<file path="src/rtl/hex_replay_if.sv">
// rtl/hex_replay_if.sv - pin bundle for hex_replay: UART input plus playback and status outputs
interface hex_replay_if;
  logic       fpga_rx;
  logic       sig_out;
  logic       busy;
  logic       rx_valid;
  logic [7:0] rx_data;
  logic       frame_err;
  logic       done;

  modport slave (
    input  fpga_rx,
    output sig_out, busy, rx_valid, rx_data, frame_err, done
  );

  modport master (
    output fpga_rx,
    input  sig_out, busy, rx_valid, rx_data, frame_err, done
  );
endinterface

</file>
<file path="src/rtl/hex_replay.sv">
// rtl/hex_replay.sv - UART-loaded 16-bit pattern buffer replayed bit-serially on sig_out
// Build option HEX_REPLAY_LOOP_EN: playback repeats until a new header byte arrives.
module hex_replay #(
  parameter int CLK_FREQ = 48000000,
  parameter int SYM_RATE = 1200,
  parameter int AW       = 8
) (
  input  logic        clk,
  input  logic        rst,
  hex_replay_if.slave io
);
  localparam int SYM_CNT = CLK_FREQ / SYM_RATE;
  localparam int SCW     = $clog2(SYM_CNT);
  localparam logic [SCW-1:0] HALF_M1 = SCW'(SYM_CNT / 2 - 1);
  localparam logic [SCW-1:0] FULL_M1 = SCW'(SYM_CNT - 1);

  typedef enum logic [2:0] {RX_IDLE, RX_START, RX_DATA, RX_STOP, RX_WAIT_HI} rx_state_t;
  typedef enum logic [1:0] {S_IDLE, S_LOAD_HI, S_LOAD_LO, S_PLAY} state_t;
  typedef logic [AW:0] wcnt_t;

  rx_state_t      rx_state_q, rx_state_d;
  logic           rx_s1_q, rx_s2_q;
  logic [SCW-1:0] rx_cnt_q, rx_cnt_d;
  logic [2:0]     rx_bit_q, rx_bit_d;
  logic [7:0]     rx_sh_q, rx_sh_d;
  logic [7:0]     rx_data_q, rx_data_d;
  logic           rx_valid_q, rx_valid_d;
  logic           frame_err_q, frame_err_d;

  state_t         state_q, state_d;
  logic [AW-1:0]  addr_q, addr_d;
  wcnt_t          n_q, n_d;
  wcnt_t          wleft_q, wleft_d;
  logic [7:0]     hi_q, hi_d;
  logic [15:0]    sh_q, sh_d;
  logic [3:0]     bit_q, bit_d;
  logic           shv_q, shv_d;
  logic           pend_q, pend_d;
  logic           done_q, done_d;

  logic           we, re;
  logic [AW-1:0]  ra;
  logic [15:0]    ram_rdata_q;
  logic [15:0]    mem [0:(1<<AW)-1];
  wcnt_t          hdr_words;
  logic           last_word;

  always_ff @(posedge clk or posedge rst) begin
    if (rst) begin
      rx_s1_q     <= 1'b1;
      rx_s2_q     <= 1'b1;
      rx_state_q  <= RX_IDLE;
      rx_cnt_q    <= '0;
      rx_bit_q    <= '0;
      rx_sh_q     <= '0;
      rx_data_q   <= '0;
      rx_valid_q  <= 1'b0;
      frame_err_q <= 1'b0;
    end else begin
      rx_s1_q     <= io.fpga_rx;
      rx_s2_q     <= rx_s1_q;
      rx_state_q  <= rx_state_d;
      rx_cnt_q    <= rx_cnt_d;
      rx_bit_q    <= rx_bit_d;
      rx_sh_q     <= rx_sh_d;
      rx_data_q   <= rx_data_d;
      rx_valid_q  <= rx_valid_d;
      frame_err_q <= frame_err_d;
    end
  end

  // Start bit is re-checked at mid-bit; every later sample lands mid-bit too.
  always_comb begin
    rx_state_d  = rx_state_q;
    rx_cnt_d    = rx_cnt_q + 1'b1;
    rx_bit_d    = rx_bit_q;
    rx_sh_d     = rx_sh_q;
    rx_data_d   = rx_data_q;
    rx_valid_d  = 1'b0;
    frame_err_d = 1'b0;
    unique case (rx_state_q)
      RX_IDLE: begin
        rx_cnt_d = '0;
        if (!rx_s2_q) rx_state_d = RX_START;
      end
      RX_START: begin
        if (rx_cnt_q == HALF_M1) begin
          rx_cnt_d   = '0;
          rx_bit_d   = '0;
          rx_state_d = rx_s2_q ? RX_IDLE : RX_DATA;
        end
      end
      RX_DATA: begin
        if (rx_cnt_q == FULL_M1) begin
          rx_cnt_d = '0;
          rx_sh_d  = {rx_s2_q, rx_sh_q[7:1]};
          rx_bit_d = rx_bit_q + 1'b1;
          if (rx_bit_q == 3'd7) rx_state_d = RX_STOP;
        end
      end
      RX_STOP: begin
        if (rx_cnt_q == FULL_M1) begin
          rx_cnt_d = '0;
          if (rx_s2_q) begin
            rx_valid_d = 1'b1;
            rx_data_d  = rx_sh_q;
            rx_state_d = RX_IDLE;
          end else begin
            frame_err_d = 1'b1;
            rx_state_d  = RX_WAIT_HI;
          end
        end
      end
      RX_WAIT_HI: begin
        rx_cnt_d = '0;
        if (rx_s2_q) rx_state_d = RX_IDLE;
      end
      default: rx_state_d = RX_IDLE;
    endcase
  end

  always_ff @(posedge clk or posedge rst) begin
    if (rst) begin
      state_q <= S_IDLE;
      addr_q  <= '0;
      n_q     <= '0;
      wleft_q <= '0;
      hi_q    <= '0;
      sh_q    <= '0;
      bit_q   <= '0;
      shv_q   <= 1'b0;
      pend_q  <= 1'b0;
      done_q  <= 1'b0;
    end else begin
      state_q <= state_d;
      addr_q  <= addr_d;
      n_q     <= n_d;
      wleft_q <= wleft_d;
      hi_q    <= hi_d;
      sh_q    <= sh_d;
      bit_q   <= bit_d;
      shv_q   <= shv_d;
      pend_q  <= pend_d;
      done_q  <= done_d;
    end
  end

  always_comb begin
    hdr_words = (rx_data_q == 8'd0) ? wcnt_t'(1 << AW) : wcnt_t'(rx_data_q);
    last_word = (wleft_q == wcnt_t'(1));
  end

  always_comb begin
    state_d = state_q;
    addr_d  = addr_q;
    n_d     = n_q;
    wleft_d = wleft_q;
    hi_d    = hi_q;
    sh_d    = sh_q;
    bit_d   = bit_q;
    shv_d   = shv_q;
    pend_d  = 1'b0;
    done_d  = 1'b0;
    we      = 1'b0;
    re      = 1'b0;
    ra      = addr_q;
    unique case (state_q)
      S_IDLE: begin
        if (rx_valid_q) begin
          n_d     = hdr_words;
          addr_d  = '0;
          state_d = S_LOAD_HI;
        end
      end
      S_LOAD_HI: begin
        if (frame_err_q) begin
          state_d = S_IDLE;
        end else if (rx_valid_q) begin
          hi_d    = rx_data_q;
          state_d = S_LOAD_LO;
        end
      end
      S_LOAD_LO: begin
        if (frame_err_q) begin
          state_d = S_IDLE;
        end else if (rx_valid_q) begin
          we = 1'b1;
          if (wcnt_t'(addr_q) + wcnt_t'(1) == n_q) begin
            addr_d  = '0;
            wleft_d = n_q;
            state_d = S_PLAY;
          end else begin
            addr_d  = addr_q + 1'b1;
            state_d = S_LOAD_HI;
          end
        end
      end
      S_PLAY: begin
        if (!shv_q && !pend_q) begin
          re     = 1'b1;
          addr_d = addr_q + 1'b1;
          pend_d = 1'b1;
        end else if (pend_q) begin
          sh_d  = ram_rdata_q;
          shv_d = 1'b1;
          bit_d = '0;
        end else begin
          sh_d  = {sh_q[14:0], 1'b0};
          bit_d = bit_q + 1'b1;
          // Prefetch while bit 1 is on the pin so the next word is ready for a gapless reload.
          if (bit_q == 4'd14) begin
`ifdef HEX_REPLAY_LOOP_EN
            re = 1'b1;
            ra = last_word ? '0 : addr_q;
`else
            re = !last_word;
`endif
            addr_d = ra + 1'b1;
          end
          if (bit_q == 4'd15) begin
            if (!last_word) begin
              sh_d    = ram_rdata_q;
              wleft_d = wleft_q - 1'b1;
            end else begin
              done_d = 1'b1;
`ifdef HEX_REPLAY_LOOP_EN
              sh_d    = ram_rdata_q;
              wleft_d = n_q;
`else
              shv_d   = 1'b0;
              state_d = S_IDLE;
`endif
            end
          end
        end
`ifdef HEX_REPLAY_LOOP_EN
        if (rx_valid_q) begin
          re      = 1'b0;
          shv_d   = 1'b0;
          pend_d  = 1'b0;
          n_d     = hdr_words;
          addr_d  = '0;
          state_d = S_LOAD_HI;
        end
`endif
      end
      default: state_d = S_IDLE;
    endcase
  end

  always_ff @(posedge clk) begin
    if (we) mem[addr_q] <= {hi_q, rx_data_q};
    if (re) ram_rdata_q <= mem[ra];
  end

  assign io.sig_out   = shv_q & sh_q[15];
  assign io.busy      = (state_q != S_IDLE);
  assign io.rx_valid  = rx_valid_q;
  assign io.rx_data   = rx_data_q;
  assign io.frame_err = frame_err_q;
  assign io.done      = done_q;
endmodule

</file>
<file path="src/flat_wrapper.sv">
// flat-port wrapper written by rule: the top's interface ports become plain ports
module hex_replay_flat 
#(
  parameter int CLK_FREQ = 48000000,
  parameter int SYM_RATE = 1200,
  parameter int AW       = 8
)
  (clk, rst, io_fpga_rx, io_sig_out, io_busy, io_rx_valid, io_rx_data, io_frame_err, io_done);
  hex_replay_if io_i ();
  input  logic clk;
  input  logic rst;
  input wire logic [$bits(io_i.fpga_rx)-1:0] io_fpga_rx;
  output wire logic [$bits(io_i.sig_out)-1:0] io_sig_out;
  output wire logic [$bits(io_i.busy)-1:0] io_busy;
  output wire logic [$bits(io_i.rx_valid)-1:0] io_rx_valid;
  output wire logic [$bits(io_i.rx_data)-1:0] io_rx_data;
  output wire logic [$bits(io_i.frame_err)-1:0] io_frame_err;
  output wire logic [$bits(io_i.done)-1:0] io_done;
  assign io_i.fpga_rx = io_fpga_rx;
  assign io_sig_out = io_i.sig_out;
  assign io_busy = io_i.busy;
  assign io_rx_valid = io_i.rx_valid;
  assign io_rx_data = io_i.rx_data;
  assign io_frame_err = io_i.frame_err;
  assign io_done = io_i.done;
  hex_replay #(.CLK_FREQ(CLK_FREQ), .SYM_RATE(SYM_RATE), .AW(AW)) u_core (.clk(clk), .rst(rst), .io(io_i));
endmodule
</file>
<file path="config.mk">
export PLATFORM = sky130hd
export DESIGN_NAME = hex_replay_flat
export DESIGN_NICKNAME = d
export VERILOG_FILES = /design/src/rtl/hex_replay_if.sv /design/src/rtl/hex_replay.sv /design/src/flat_wrapper.sv
export SDC_FILE = /design/constraint.sdc
export NUM_CORES = 2
export LEC_CHECK = 0
export CORE_MARGIN = 3
export CORE_UTILIZATION = 45
export CTS_CLUSTER_DIAMETER = 80
export DETAILED_ROUTE_END_ITERATION = 12
export DONT_BUFFER_PORTS = 1
export SLEW_MARGIN = 15
export SYNTH_ARGS = -nofsm -noshare
export SYNTH_HDL_FRONTEND = slang
export SYNTH_SLANG_ARGS = --single-unit
</file>
<file path="constraint.sdc">
create_clock -name clk -period 3.8 [get_ports clk]
set_clock_uncertainty 0.15 [all_clocks]
set_input_delay 0 -clock clk [delete_from_list [all_inputs] [get_ports clk]]
set_output_delay 0 -clock clk [all_outputs]
set_load 0.005 [all_outputs]
</file>
; Yosys cells after proc, flatten, opt, wreduce, memory -nomap -nowiden
; Memories as Yosys holds them, arrays and structs flattened. A register that Yosys moved wholly into a read port is not among the register bits.
; Cells that the tools add are included.
; W data, S select, Z words.
[op_classes]
addsub = 6
eq_ne = 33
muxes = 72
n_bitwise = 3
reduce_logical = 26
[op_table]
columns = op, count
row1 = $mux W16, 5
row2 = $mux W9, 8
row3 = $mux W8, 7
row4 = $pmux W16 S3, 1
row5 = $mux W3, 9
row6 = $mux W1, 25
row7 = $pmux W8 S3, 1
row8 = $mux W2, 11
row9 = $ne A2 B1 Y1 const B, 10
row10 = $pmux W9 S2, 1
row11 = $add A16 B1 Y16 const B, 1
row12 = $eq A16 B15 Y1 const B, 1
row13 = $eq A16 B16 Y1 const B, 1
row14 = $pmux W3 S5, 1
row15 = $reduce_and A6 Y1, 2
row16 = $ne A2 B2 Y1 const B, 5
row17 = $reduce_bool A2 Y1, 5
row18 = $add A8 B1 Y9 const B, 1
row19 = $eq A9 B1 Y1 const B, 1
row20 = $eq A9 B9 Y1, 1
row21 = $ne A3 B1 Y1 const B, 3
row22 = $reduce_and A3 Y1, 3
row23 = $sub A9 B1 Y9 const B, 1
row24 = $add A8 B1 Y8 const B, 1
row25 = 25 further kinds, 35
[totals]
register_bits = 101
mem_bits_rw = 4096
inputBits = 3
out_inout_bits = 13
wordCells = 160
n_memories = 1
[memory_table]
columns = name, depth, word_bits, read_ports, rd_ports_with_merged_regs, wr, line
row1 = u_core.mem, 256, 16, 1, 1, 1, hex_replay.sv:44  ; logic [15:0] mem [0:(1<<AW)-1];

; Depth between registers and ports, before layout
[depth]
ltp_word = 6
mapped_depth = 15
mapped_depth_nobuf = 8

; Least setup slack after synthesis
; OpenSTA, ideal clock, no wires.
[synth_path]
path_kind = flip-flop to flip-flop
start = register u_core.rx_data_q[0], in the netlist u_core.io.rx_data[0]
end = memory u_core.mem[0][0], data pin
setup_time_ps = 817
t_arrival_ps = 3249
t_required_ps = 2833
path_slack_ps = -417
path_stages_with_launch = 1
n_path_buf = 0
synth_period_minus_slack_ps = 4217
path_cell_list = dfrtp_1
[synth_rtl]
columns = element, line
row1 = "start, declared", hex_replay.sv:26  ; logic [7:0] rx_data_q, rx_data_d;
row2 = "start signal, assigned", hex_replay.sv:66  ; rx_data_q <= rx_data_d;
row3 = "end, declared", hex_replay.sv:44
; Straight into the memory's write port.

==> results.tsv <==
metric	value	unit
synth top area cells	edfxtp_1 76%, mux4_2 16%, dfrtp_1 1.5%, nor2_1 0.76%, nand2_1 0.58%	
residual DRC count	2	
Crit Path Class	register to register	
CP bufs+invs	3	
Num CTS Buffers	422	
fin crit share	1.02	
syn_nets	7121	
TritonCTS sink count	4213	
Cells after DPL	12300	
Mapped Avg Cell Area	22.8	sq um
Hold Crit Class	input pin to asynchronous set/reset pin	
share of the synthesized area in the top cell type	0.762	
RSZ-0062 raised after global routing	true	
die area	0.367	sq mm
Final Non-Filler Cells	13200	
Filler cells	26900	
Pwr per Cell Area	483	mW/mm^2
sequential area share after synthesis	0.778	
Placed Area	0.175	sq mm
Core Area	0.357	sq mm
IO Pins	16	
Congestion Overflow GR	0	
Critical Path RT	4.36	ns
number of I/O port buffers	0	
GR Util All Layers	0.254	
final count of negative-setup-slack endpoints	4	
Core Util, Final	0.533	
ratio of cells with drive above 1 in the final layout	0.355	
Fin. Hold Viols	0	
routability-driven placement congestion ratio	0.933	
ys flop type	edfxtp_1	
pin count of the biggest net entering global routing	162	
fraction of registers with async set/reset	0.0240	
CTS H-Tree Depth	5	
Worst setup SP type	register	
Vias	82100	
crit path max fanout	14	
crit end category	register	
final wirelength	469000	um
Nets	8093	
Core Rows	219	
synth warn	0	
synth unique cells	70	
leak pwr	48.7	nW
worst vdd rail ir drop	0.000396	V
Final Cell Area	0.190	sq mm
wire per inst	35.6	um
Slew @ Worst Pin	1.15	ns
Place WS	-0.456	ns
Synth Instances	7107	
later-pin clock latency in the skew report	0.97	ns
CP Cell Sequence	buf_4 > buf_4 > buf_4 > mux4_2 > nand4_1 > nand3_4 > or4_1	
failing checks	design-rule violations, negative setup slack	
fin crit period	3.86	ns
synthesized area	0.162	sq mm
hpwl dp	292000	um
kind of cell adding the most delay to the critical path	simple AND/OR/NAND/NOR gates	
Iteration-0 DRC Markers	11700	
Final Worst Setup Slack	-0.0600	ns
max frequency	0.259	GHz
clock-pin slew on the worst setup and hold paths	0.07	ns
CTS tree	yes	
WP data arrival	4.42	ns
Initial Util	0.454	
CTS root buf	clkbuf_16	
Synth area leader	edfxtp_1	
via/cell ratio	6.22	
Slowest Stage Delay on Critical Path	0.62	ns
chip width	606	um
area grow syn2layout	17.5	%
EDFF count, synth	4112	
number of global-route vias before repair	81100	
Max-slew headroom	0.232	
status	complete, but fails checks	
Final ANT Viol Nets	0	
global-route wire length before repair	652000	um
slowest CP cell	nand4_1	
Slew Limit Fails	0	
Die H	606	um
CP dominant cell by count	buf_4	
total of max-cap violations	0	
buffer depth of the longest clock path	4	
most common cell after layout, fill and taps aside	edfxtp_1	
DRT Pass-1 Iters	9	
Setup TNS Final	-0.171	ns
antenna violations before repair	30	
Yosys reg bits	4213	
most frequent cells in the layout	4112 x edfxtp_1, 1158 x mux4_2, 713 x buf_4	
[registers in the layout, summed over array words and instances (netlist names)]
| register | flops |
|---|---|
| u_core.mem | 4096 |
| u_core.ram_rdata_q | 16 |
| u_core.rx_cnt_q | 16 |
| u_core.sh_q | 16 |
| u_core.n_q | 9 |
| u_core.wleft_q | 9 |
| u_core.addr_q | 8 |
| u_core.hi_q | 8 |
| u_core.io.rx_data | 8 |
| u_core.rx_sh_q | 8 |
| u_core.bit_q | 4 |
| u_core.rx_bit_q | 3 |
| u_core.rx_state_q | 3 |
| u_core.state_q | 2 |
| u_core.io.done | 1 |
| u_core.io.frame_err | 1 |
| u_core.io.rx_valid | 1 |
| u_core.pend_q | 1 |
| u_core.rx_s1_q | 1 |
| u_core.rx_s2_q | 1 |
| u_core.shv_q | 1 |
[power by group]
part / internal [mW] / switching (mW) / leakage (nW)
combinational: 0.00748 / 0.0283 / 12.3
sequential: 50.2 / 0.000795 / 29.6
clock: 24.1 / 17.7 / 6.75
total: 74.3 / 17.7 / 48.7
[metal layers]
layer,GRT usage,share of wire,vias up
li1,-,-,32200
met1,0.359,0.39,44600
met2,0.385,0.46,4532
met3,0.0581,0.10,801
met4,0.103,0.047,14
met5,0,0.00022,-
[final timing paths]
kind	from	end	slack, ns	cells past startpoint
hold / removal	rst	u_core.rx_s2_q	0.08	3
min in group clk	u_core.rx_s1_q	u_core.rx_s2_q	0.21	0
setup reg to reg	u_core.addr_q[3]	u_core.ram_rdata_q[2]	-0.06	7
max in group asynchronous	rst	u_core.addr_q[3]	2.88	4
setup / recovery	u_core.addr_q[3]	u_core.ram_rdata_q[2]	-0.06	7
hold reg to reg	u_core.rx_s1_q	u_core.rx_s2_q	0.21	0
[Yosys cell counts, drive strengths merged (11+ instances only)]
cell / n
a22o: 21
a32oi: 20
mux2: 27
mux2i: 86
and2: 11
a211oi: 14
xnor2: 11
nor4: 14
nor3: 29
a22oi: 28
nand2: 250
nand3: 65
nand4: 21
buf: 245
edfxtp: 4112
nor2: 327
xor2: 11
a31oi: 19
ha: 11
clkbuf: 144
dfrtp: 99
and3: 11
a21oi: 43
o21ai: 43
o22ai: 103
inv: 23
mux4: 1158
a221oi: 14
nor2b: 22
o221ai: 23
[cells by family after synthesis]
group,share of synthesized area
DFF,0.778
muxes,0.168
and+or+nand+nor,0.0212
buffers and inverters,0.0141
AOI/OAI and AO/OA,0.0165
xor gates and xnor gates,0.00119
adders and majority gates,0.000850
[through the flow]
step	power [mW]	hold slack, ns
detailed placement	51.2	-0.145
global placement	51.2	-0.145
floorplan	51.2	-0.146
finish	92.0	0.0796
global route	94.4	0.0635
CTS	92.6	0.0145
[final cells by class]
class	count	area [sq um]	area share
Multi-Input combinational cell	2479	34400	0.181
Sequential cell	4213	126000	0.662
Clock inverter	278	2840	0.0149
Antenna cell	11	27.5	0.000145
Tap cell	4751	5940	0.0312
Inverter	26	113	0.000592
Timing Repair Buffer	937	9860	0.0518
Clock buffer	506	11000	0.0579
[timing repair]
action / CTS / global route
hold endpoints to repair: 102 / 0
cloned: 1 / 6
pin swaps: 1 / 7
resized for setup: 34 / 49
setup buffers: 6 / 55
hold buffers: 6 / 0
endpoints found under the setup margin: 20 / 24
[worst min-delay path, stage by stage]
cell	delay, ns
dlygate4sd3_1	0.53
dlygate4sd3_1	0.59
inv_4	0.20
Power figures use the tool's default switching activity.
